==> config.mk <==
export PLATFORM = sky130hd
export DESIGN_NAME = signed_seq_divider
export DESIGN_NICKNAME = d
export VERILOG_FILES = /design/src/rtl/signed_seq_divider.sv
export SDC_FILE = /design/constraint.sdc
export NUM_CORES = 1
export LEC_CHECK = 0
export ABC_CLOCK_PERIOD_IN_PS = 4400
export BUFFER_PORTS_ARGS = -buffer_cell sky130_fd_sc_hd__buf_2
export CORE_MARGIN = 10
export CORE_UTILIZATION = 43
export CTS_CLUSTER_DIAMETER = 120
export DETAILED_ROUTE_END_ITERATION = 10
export PLACE_DENSITY = 0.69
export SETUP_SLACK_MARGIN = 0.4
export SLEW_MARGIN = 0
export SYNTH_ARGS = -nofsm -noshare
export SYNTH_HDL_FRONTEND = slang
export SYNTH_SLANG_ARGS = --single-unit
==> constraint.sdc <==
create_clock -name clk -period 4.4 [get_ports clk]
set_input_delay 0.44 -clock clk [delete_from_list [all_inputs] [get_ports clk]]
set_output_delay 0.44 -clock clk [all_outputs]
set_load 0.03 [all_outputs]
==> src/rtl/signed_seq_divider.sv <==
// rtl/signed_seq_divider.sv - sequential restoring signed divider, 2N-bit dividend by N-bit divisor
// Fixed 2N+1 cycle latency; start/busy/done handshake with overflow and divide-by-zero flags.
module signed_seq_divider #(
  parameter int N = 4
) (
  input  logic             clk,
  input  logic             rst,
  input  logic             start,
  input  logic [2*N-1:0]   dividend,
  input  logic [N-1:0]     divisor,
  output logic [N-1:0]     quotient,
  output logic [N-1:0]     remainder,
  output logic             busy,
  output logic             done,
  output logic             ovf,
  output logic             dbz
);

  localparam logic [1:0] IDLE = 2'd0;
  localparam logic [1:0] DIV  = 2'd1;
  localparam logic [1:0] FIX  = 2'd2;

  localparam int CW = $clog2(2*N) + 1;
  localparam logic [CW-1:0]  LAST = CW'(2*N - 1);
  localparam logic [2*N-1:0] HALF = (2*N)'(1) << (N - 1);

  logic [1:0]     state;
  logic [CW-1:0]  count;
  logic [2*N-1:0] dvd_mag;
  logic [2*N-1:0] quo_mag;
  logic [N-1:0]   dvs_mag;
  logic [N-1:0]   prem;
  logic           neg_q;
  logic           neg_r;
  logic           dbz_r;

  logic [2*N-1:0] dvd_abs;
  logic [N-1:0]   dvs_abs;
  logic [N:0]     shifted;
  logic [N+1:0]   diff;
  logic           q_bit;
  logic [N:0]     prem_next;
  logic           q_fits;
  logic [N-1:0]   q_signed;
  logic [N-1:0]   r_signed;

  always_comb begin
    dvd_abs   = dividend[2*N-1] ? -dividend : dividend;
    dvs_abs   = divisor[N-1] ? -divisor : divisor;
    // The shifted partial remainder is N+1 bits; after a successful step it is
    // below |divisor| <= 2^(N-1), so N bits are enough to hold it between steps.
    shifted   = {prem, dvd_mag[2*N-1]};
    diff      = {1'b0, shifted} - {2'b00, dvs_mag};
    q_bit     = ~diff[N+1];
    prem_next = q_bit ? diff[N:0] : shifted;
    // A negative quotient may reach magnitude 2^(N-1); a positive one may not.
    q_fits    = neg_q ? (quo_mag <= HALF) : (quo_mag < HALF);
    q_signed  = neg_q ? -quo_mag[N-1:0] : quo_mag[N-1:0];
    r_signed  = neg_r ? -prem : prem;
  end

  assign busy = (state != IDLE);

  always_ff @(posedge clk) begin
    if (rst) begin
      state     <= IDLE;
      count     <= '0;
      dvd_mag   <= '0;
      quo_mag   <= '0;
      dvs_mag   <= '0;
      prem      <= '0;
      neg_q     <= 1'b0;
      neg_r     <= 1'b0;
      dbz_r     <= 1'b0;
      quotient  <= '0;
      remainder <= '0;
      done      <= 1'b0;
      ovf       <= 1'b0;
      dbz       <= 1'b0;
    end else begin
      done <= 1'b0;
      case (state)
        IDLE: begin
          if (start) begin
            dvd_mag <= dvd_abs;
            dvs_mag <= dvs_abs;
            neg_q   <= dividend[2*N-1] ^ divisor[N-1];
            neg_r   <= dividend[2*N-1];
            quo_mag <= '0;
            prem    <= '0;
            count   <= '0;
            dbz_r   <= (divisor == '0);
            state   <= DIV;
          end
        end
        DIV: begin
          prem    <= prem_next[N-1:0];
          quo_mag <= {quo_mag[2*N-2:0], q_bit};
          dvd_mag <= dvd_mag << 1;
          count   <= count + CW'(1);
          if (count == LAST) begin
            state <= FIX;
          end
        end
        FIX: begin
          done  <= 1'b1;
          state <= IDLE;
          if (dbz_r) begin
            quotient  <= '0;
            remainder <= '0;
            dbz       <= 1'b1;
            ovf       <= 1'b0;
          end else if (!q_fits) begin
            quotient  <= '0;
            remainder <= '0;
            dbz       <= 1'b0;
            ovf       <= 1'b1;
          end else begin
            quotient  <= q_signed;
            remainder <= r_signed;
            dbz       <= 1'b0;
            ovf       <= 1'b0;
          end
        end
        default: state <= IDLE;
      endcase
    end
  end

endmodule

==> impl_metrics.yaml <==
outcome:
  status: "completed"
synthesis:
  yosys-top-cells-area: "dfxtp_1 43%, ha_1 5.5%, a22o_1 4.7%, nor2_1 4.6%, nand2_1 4.2%"
  yosysSeqAreaShare: 0.4274
  syn-instance-count: 231
  ys_warn_count: 0
  synth_cell_types: 40
  synth_top_area_share: 0.4274
  synth_top_cell_by_area: "dfxtp_1"
  syn_avg_cell_area_sq_um: 8.921
  ys_ff_latch: 44
  synth_area_sq_um: 2061
  syn-num-nets: 256
final_layout:
  multi_input_area_sq_um: 1087
  diodes: 0
  fillers: 485
  drive_gt1_frac: 0.1490
  final_cell_area_sq_um: 2315
  final_nets: 280
  regArea_sq_um: 880.8
  final_util: 0.4933
  area_delta_synth_final_pct: 12.33
  instances_no_fill: 309
sta:
  fmax_ghz: 0.5275
  max_slew_margin: 0.3380
  worst_pin_slew_ns: 0.9894
  finClkSkew_ns: 0.002584
  period_share: 0.4308
  hold-worst-slack_ns: 0.4005
  fin_crit_ns: 1.896
  setup_viol: 0
  rsz0062_at_grt: "no"
  drv_slew: 0
  setup_ws_ns: 2.504
  setup_tns_ns: 0
  timing.final.hold_violations: 0
die:
  dieWidth_microns: 89.23
  die-area_sq_um: 7961
  start_util: 0.4392
  fp.dieH_microns: 89.23
  core_region_area_sq_um: 4692
  io_pins: 27
  row_count: 25
clock_tree:
  clk_latency_ns: 0.29
  ctsHoldBuffers: 0
  cts_setup_buffers: 0
  path_clk_slew_ns: 0.08
  numCtsBuffers: 5
  clkSinkCount: 44
  cts_root_buffer: "clkbuf_8"
  cts_tree: "done"
  post_cts_resized: 0
  h-tree-depth: 2
  clock_path_buffers: 2
worst_setup_path:
  cp_data_required_time_ns: 4.57
  critical_path_arrival_ns: 2.07
  end_kind: "flop"
  critPathKind: "flop to flop"
  critPathLaunchType: "flop"
  path_max_fanout: 6
global_routing:
  antenna_found_initial: 0
  grt_pass1_wl_mm: 7.038
  grt_max_degree: 29
  grt-ovfl-total: 0
  grt_pass1_vias: 1565
  grt_usage: 0.1116
routing:
  vias_per_cell: 5.301
  drtIter0Drc: 51
  vias: 1638
  dr.pass1.iters: 6
  avgRoutedWirePerCell_microns: 13.31
  drc_errors: 0
  drt-total-wl_mm: 4.113
  ant_nets: 0
power_and_ir_drop:
  clkPwrFrac: 0.327
  pwr-share-comb: 0.147
  vdd_ir_drop_max_mv: 0.1424
  power_density_nw_per_um2: 351.9
  p_sw_mw: 0.2114
  p_leak_nw: 0.9649
  seq_power_share: 0.526
  switching_share: 0.2595
  p_int_mw: 0.6031
  finalPower_mw: 0.8146
worst_hold_path:
  hp-class: "input pin to flop"
placement:
  place_hpwl_mm: 3.062
  pre_cts_slack_ns: 2.444
  place_inst: 302
  placed_area_sq_um: 2218
  port-buffer-count: 26
  gp_congestion: 0.7592
run:
  max_cap_violations: 0
## logic make-up after synthesis
logic type      after synthesis  synth area share
compound gates               52            0.1846
xor+xnor                     12           0.05100
fa+ha+maj                    10           0.06436
buf+inv                      23           0.04493
flops                        44            0.4274
mux                           8           0.03947
simple gates                 82            0.1882
## worst max-delay path: stages (launching register included)
cell and delay (ns):
dfxtp_1 0.47, ha_1 0.28, nor2b_1 0.14, o21a_1 0.17, or4_1 0.46, a32oi_1 0.20, nor2_1 0.05
## layout make-up
cell class	instances	area share
Clock buffer	7	0.04162
Inverter	14	0.02270
Multi-Input combinational cell	164	0.4697
Sequential cell	44	0.3805
Tap cell	54	0.02919
Timing Repair Buffer	26	0.05622
## path summary, 6_finish.rpt
| kind | from | endpoint | slack, ns | cells after the start |
|---|---|---|---|---|
| worst max-delay path | prem[0] | prem[3] | 2.50 | 6 |
| worst min-delay path | dividend[0] | dvd_mag[0] | 0.40 | 2 |
| worst max register to register | prem[0] | prem[3] | 2.50 | 6 |
| worst min register to register | remainder[2] | remainder[2] | 0.45 | 2 |
## flip-flops by register name (all words and copies together), names as in the netlist
name / count
dbz_r: 1
state: 2
neg_r: 1
quo_mag: 8
done: 1
dbz: 1
prem: 4
dvs_mag: 4
count: 4
dvd_mag: 8
remainder: 4
quotient: 4
ovf: 1
neg_q: 1
## cell usage in the layout, fill, tap and decap left out, drive strengths merged
| master | n |
|---|---|
| nand4 | 2 |
| inv | 14 |
| dfxtp | 44 |
| clkbuf | 7 |
| xor2 | 5 |
| nor3 | 5 |
| a222oi | 1 |
| a221o | 2 |
| nor4b | 1 |
| or2 | 2 |
| a21o | 2 |
| a211oi | 4 |
| nor2 | 25 |
| nand3 | 8 |
| o31ai | 4 |
| o211ai | 1 |
| or3b | 1 |
| nand2 | 23 |
| a22oi | 4 |
| a32oi | 1 |
| or4 | 1 |
| and2 | 1 |
| nand3b | 1 |
| a22o | 11 |
| mux2 | 1 |
| nand2b | 4 |
| a2111oi | 1 |
| o21a | 2 |
| o21ai | 11 |
| xnor2 | 7 |
| fa | 1 |
| ha | 9 |
| nor4 | 2 |
| a21oi | 8 |
| buf | 26 |
| mux2i | 7 |
| and2b | 1 |
| nor2b | 5 |
## power by group through the flow
stage | combinational, mW | sequential (mW) | clock (mW)
final | 0.119 | 0.428 | 0.267
after global routing | 0.136 | 0.431 | 0.292
after CTS | 0.121 | 0.428 | 0.273
after detailed placement | 0.120 | 0.437 | 0
after global placement | 0.118 | 0.437 | 0
after floorplan | 0.0925 | 0.433 | 0
## synthesized netlist by cell type
cell,instances
a21oi_1,8
a221o_1,2
nand3_1,8
buf_2,5
o21a_1,2
a21o_1,2
xor2_1,5
nor2b_1,5
xnor2_1,7
or4_1,1
clkbuf_1,3
a2111oi_0,1
mux2i_1,7
mux2_2,1
nand3b_1,1
o31ai_4,1
nor2_1,25
nand2b_1,4
a32oi_1,1
inv_1,14
nand4_1,2
dfxtp_1,44
fa_1,1
o31ai_1,3
a211oi_1,4
a22o_1,11
or3b_4,1
and2b_1,1
ha_1,9
and2_1,1
nor4_1,2
buf_1,1
o211ai_1,1
nor3_1,5
a22oi_1,4
o21ai_0,11
or2_2,2
nand2_1,23
nor4b_1,1
a222oi_1,1
## metal layers
metal	share of wire	track usage	wire [microns]	vias to the layer above
met5	0	0	0	-
met4	0.019	0.05202	77	0
met3	0.055	0.03099	228	7
met2	0.42	0.1683	1719	33
met1	0.51	0.1435	2087	743
li1	-	-	-	855
Power figures use the tool's default switching activity.
